<file path="src/rtl/psum_drain.sv">
// psum_drain: deskews systolic-array column partial sums and queues aligned rows for writeback (optional ReLU via PSUM_DRAIN_RELU_EN).
// Latency: a row is visible on out_data_o/out_valid_o NUM_COL cycles after its column 0 is sampled.
// Backpressure: out_ready_i may stall indefinitely; rows arriving while full are dropped and flagged on overflow_o.
module psum_drain #(
  parameter int PSUM_WIDTH = 32,
  parameter int NUM_COL    = 4,
  parameter int DEPTH      = 8
) (
  input  logic                          clk,
  input  logic                          rst_n,
  input  logic [NUM_COL*PSUM_WIDTH-1:0] psum_i,
  input  logic [NUM_COL-1:0]            psum_en_i,
  input  logic                          clear_i,
  output logic [NUM_COL*PSUM_WIDTH-1:0] out_data_o,
  output logic                          out_valid_o,
  input  logic                          out_ready_i,
  output logic [$clog2(DEPTH+1)-1:0]    count_o,
  output logic                          full_o,
  output logic                          empty_o,
  output logic                          overflow_o,
  output logic                          skew_err_o
);

  localparam int AW = $clog2(DEPTH);
  localparam int CW = $clog2(DEPTH+1);
  localparam int RW = NUM_COL*PSUM_WIDTH;

  logic [RW-1:0]      al_dat;
  logic [NUM_COL-1:0] al_en;

  // Column c waits NUM_COL-c stages so every column lands together.
  for (genvar c = 0; c < NUM_COL; c++) begin : g_col
    localparam int STG = NUM_COL - c;
    logic [PSUM_WIDTH-1:0] dat_q [STG];
    logic                  en_q  [STG];

    always_ff @(posedge clk or negedge rst_n) begin
      if (!rst_n) begin
        for (int s = 0; s < STG; s++) begin
          dat_q[s] <= '0;
          en_q[s]  <= 1'b0;
        end
      end else if (clear_i) begin
        for (int s = 0; s < STG; s++) begin
          dat_q[s] <= '0;
          en_q[s]  <= 1'b0;
        end
      end else begin
        dat_q[0] <= psum_i[c*PSUM_WIDTH +: PSUM_WIDTH];
        en_q[0]  <= psum_en_i[c];
        for (int s = 1; s < STG; s++) begin
          dat_q[s] <= dat_q[s-1];
          en_q[s]  <= en_q[s-1];
        end
      end
    end

    assign al_dat[c*PSUM_WIDTH +: PSUM_WIDTH] = dat_q[STG-1];
    assign al_en[c]                           = en_q[STG-1];
  end

  logic [RW-1:0] wr_dat;
  always_comb begin
    wr_dat = al_dat;
`ifdef PSUM_DRAIN_RELU_EN
    for (int c = 0; c < NUM_COL; c++) begin
      if (al_dat[c*PSUM_WIDTH + PSUM_WIDTH - 1]) wr_dat[c*PSUM_WIDTH +: PSUM_WIDTH] = '0;
    end
`endif
  end

  logic [RW-1:0] mem [DEPTH];
  logic [AW-1:0] wr_ptr, rd_ptr;
  logic [CW-1:0] count_q;
  logic          ovf_q, skew_q;
  logic          push, pop, wr_ok, partial;

  assign push    = &al_en;
  assign partial = (|al_en) && !push;
  assign pop     = !empty_o && out_ready_i;
  // A pop in the same cycle frees the slot, so a full FIFO can still accept.
  assign wr_ok   = push && (!full_o || pop);

  always_ff @(posedge clk) begin
    if (wr_ok && !clear_i) mem[wr_ptr] <= wr_dat;
  end

  always_ff @(posedge clk or negedge rst_n) begin
    if (!rst_n) begin
      wr_ptr  <= '0;
      rd_ptr  <= '0;
      count_q <= '0;
      ovf_q   <= 1'b0;
      skew_q  <= 1'b0;
    end else if (clear_i) begin
      wr_ptr  <= '0;
      rd_ptr  <= '0;
      count_q <= '0;
      ovf_q   <= 1'b0;
      skew_q  <= 1'b0;
    end else begin
      if (wr_ok) wr_ptr <= wr_ptr + 1'b1;
      if (pop)   rd_ptr <= rd_ptr + 1'b1;
      case ({wr_ok, pop})
        2'b10:   count_q <= count_q + 1'b1;
        2'b01:   count_q <= count_q - 1'b1;
        default: count_q <= count_q;
      endcase
      if (push && !wr_ok) ovf_q  <= 1'b1;
      if (partial)        skew_q <= 1'b1;
    end
  end

  assign count_o     = count_q;
  assign full_o      = (count_q == CW'(DEPTH));
  assign empty_o     = (count_q == '0);
  assign out_valid_o = !empty_o;
  assign out_data_o  = empty_o ? '0 : mem[rd_ptr];
  assign overflow_o  = ovf_q;
  assign skew_err_o  = skew_q;

endmodule

</file>
<file path="config.mk">
export PLATFORM = sky130hd
export DESIGN_NAME = psum_drain
export DESIGN_NICKNAME = d
export VERILOG_FILES = /design/src/rtl/psum_drain.sv
export SDC_FILE = /design/constraint.sdc
export NUM_CORES = 1
export LEC_CHECK = 0
export BUFFER_PORTS_ARGS = -buffer_cell sky130_fd_sc_hd__buf_4
export CAP_MARGIN = 20
export CORE_UTILIZATION = 57
export CTS_BUF_LIST = sky130_fd_sc_hd__clkbuf_8
export DETAILED_ROUTE_END_ITERATION = 16
export PLACE_DENSITY = 0.76
export SLEW_MARGIN = 20
export SYNTH_ARGS = -nofsm -noshare
export SYNTH_HDL_FRONTEND = slang
export SYNTH_SLANG_ARGS = --single-unit
</file>
<file path="constraint.sdc">
create_clock -name clk -period 15.6 [get_ports clk]
set_input_delay 2.34 -clock clk [delete_from_list [all_inputs] [get_ports clk]]
set_output_delay 2.34 -clock clk [all_outputs]
set_load 0.05 [all_outputs]
</file>
==> metrics.cfg <==
[run_status]
outcome = complete, no violations

[global_route]
antenna_found_initial = 3
track_usage_pct = 23.1
grt_pass1_vias = 25300
grt_overflow = 0
grt_max_degree = 130
grt_pass1_wl_um = 152000

[worst_setup_path]
path_max_fanout = 53
rr_startpoint = g_col[3].en_q
worst_r2r_path_depth = 6
r2r_slack_ns = 11.98
cp_data_required_time_ns = 13.26
cp.arrival_ns = 4.66
cp-start-kind = flip-flop
worstSetupEndpointType = output pin
startpoint = rd_ptr[0]
critPathKind = reg -> out
r2r_end = mem[6][116]
crit_path_end = out_data_o[4]

[job]
drv_cap = 0

[yosys]
syn-num-nets = 2545
seq_area_frac_synth_pct = 78.7
synthFlopType = edfxtp_1
netlist_instances = 2404
syn-cell-area_sq_mm = 0.0499
synth.distinct_cells = 40
yosys_register_bits = 1366
syn_area_per_cell_sq_um = 20.8
async_reset_ff_share_pct = 25.0
yosys_warnings = 0
synth_edf_count = 1024

[die]
rows = 108
core_area_sq_mm = 0.0868
die_w_um = 298
start_util_pct = 57.6
die_y_um = 298
io_pins = 273
dieArea_sq_mm = 0.0888

[route]
drt-pass1-iter-count = 5
vias = 23200
drtAntennaViolNets = 0
drcViolationCount = 0
wl_um = 98900
viasPerCell = 5.60
drt_iter0_drc = 1778
wl_per_cell_um = 23.9

[timing]
hold_violations = 0
finalMaxSlewViolations = 0
finalSetupTns_ns = 0
finalSetupViolCount = 0
tightest_slew_ns = 1.11
min_period_over_period_pct = 44.9
fin_skew_ns = 0.0425
rsz0062_at_grt = false
period_minus_slack_ns = 7.00
max_slew_margin_pct = 25.9
fmax_ghz = 0.143

[clocking]
cts_buffers = 204
clk_pin_slew_worst_paths_ns = 0.06
cts.sinks = 1366
cts-resized-gates = 0
clock_latency_ns = 0.86
cts_setup_buffers = 0
clockBufferDepth = 3
cts_tree = built
root_buffer = clkbuf_8
cts_hold_repair.buffers = 0
cts_max_level = 4

[final_layout]
syn2layout_area_growth_pct = 14.6
fillerInstances = 5651
drive_gt1_share_pct = 28.6
instances_no_fill = 4137
nets = 2938

[power_and_ir_drop]
peakVddDrop_mv = 0.104
p_per_area_mw_per_mm2 = 128
power.total_mw = 7.35
cellLeakagePower_nw = 20.3

[hold_path]
hp-class = reg -> reg

[placed_design]
portBuffers = 272
place_inst = 3746
place_congestion = 0.764
hpwl_um = 52100

power breakdown:
| part | switching, mW | internal, mW | leakage [nW] | total, mW |
|---|---|---|---|---|
| Sequential | 0.0394 | 3.93 | 13.7 | 3.97 |
| Clock | 1.33 | 1.39 | 2.39 | 2.72 |
| Combinational | 0.414 | 0.247 | 4.21 | 0.661 |
| Total | 1.78 | 5.57 | 20.3 | 7.35 |
through the flow:
stage	util (%)	hold WS, ns	area (sq um)	setup slack (ns)
floorplan	-	0.439	49900	3.21
global placement	61.4	0.440	53300	9.10
detailed placement	61.4	0.447	53300	9.07
CTS	66.0	0.443	57200	8.10
global route	66.0	0.467	57200	8.17
finish	66.0	0.442	57200	8.60
layer usage:
layer | GRT usage (%) | wire length, um
met1 | 30.4 | 39800
met2 | 38.2 | 50900
met3 | 5.27 | 6100
met4 | 8.11 | 2110
met5 | 0 | 0
worst min path at each step:
stage,slack [ns],start,depth (start not counted),end
after global placement,0.44,g_col[2].dat_q[59],1,al_dat[91]
final,0.44,g_col[0].dat_q[117],1,g_col[0].dat_q[85]
after floorplan,0.44,g_col[0].dat_q[32],1,al_dat[0]
after CTS,0.44,g_col[0].dat_q[57],1,al_dat[25]
after detailed placement,0.45,g_col[1].dat_q[79],1,g_col[1].dat_q[47]
after global routing,0.47,g_col[0].dat_q[57],1,al_dat[25]
kinds of logic after synthesis:
logic type / synth area share (%)
flip-flops: 78.7
multiplexers: 14.2
adder cells (fa/ha/maj): 0.140
XOR/XNOR: 0.0877
AND/OR/NAND/NOR: 5.53
buffers and inverters: 1.15
AO/OA/AOI/OAI: 0.206
state kept, by name (all words and copies together), names as in the netlist:
| signal | flops |
|---|---|
| al_dat | 96 |
| g_col.en_q | 7 |
| skew_err_o | 1 |
| count_o | 4 |
| g_col.dat_q | 224 |
| mem | 1024 |
| overflow_o | 1 |
| al_en | 3 |
| rd_ptr | 3 |
| wr_ptr | 3 |
critical path: stages, from the launching register on:
cell and delay, ns:
dfrtp_4 1.08, buf_4 0.73, buf_6 0.66, mux4_2 0.58, mux2i_1 0.31, nor2_1 0.10, buf_4 0.22
synthesized netlist by cell type (2+ instances only):
cell type	instances	area share [%]
nand3_1	2	0.020
inv_2	3	0.023
dfrtp_1	342	17
buf_1	13	0.098
nand4b_1	3	0.053
a21oi_1	6	0.060
clkbuf_1	57	0.43
xnor2_1	2	0.035
nand2_1	5	0.038
or4_1	2	0.030
ha_1	4	0.10
buf_2	55	0.55
nor2_1	139	1.0
nor3_1	3	0.030
mux2i_1	129	2.6
o21ai_1	3	0.030
buf_4	3	0.045
nor2b_1	331	4.1
xor2_1	3	0.053
mux4_2	256	12
edfxtp_1	1024	62
cell usage in the layout, fill, tap and decap left out, types with 21 or more instances in the layout:
| master | instances |
|---|---|
| nor2_1 | 136 |
| clkinv_1 | 21 |
| buf_4 | 309 |
| dfrtp_1 | 339 |
| clkbuf_8 | 230 |
| edfxtp_1 | 1024 |
| mux2i_1 | 129 |
| mux4_2 | 256 |
| inv_1 | 105 |
| nor2b_1 | 331 |
final cells by class:
class | instances | area, sq um | area share (%)
multi-input cells | 906 | 10100 | 17.7
inverters | 4 | 20.0 | 0.0350
clock buffers | 230 | 3170 | 5.53
diodes | 4 | 10.0 | 0.0175
well taps | 1155 | 1450 | 2.52
clock inverters | 157 | 761 | 1.33
flip-flops and latches | 1366 | 39300 | 68.7
repair buffers | 315 | 2400 | 4.20
Note: power is estimated with default switching activity, not from simulation.
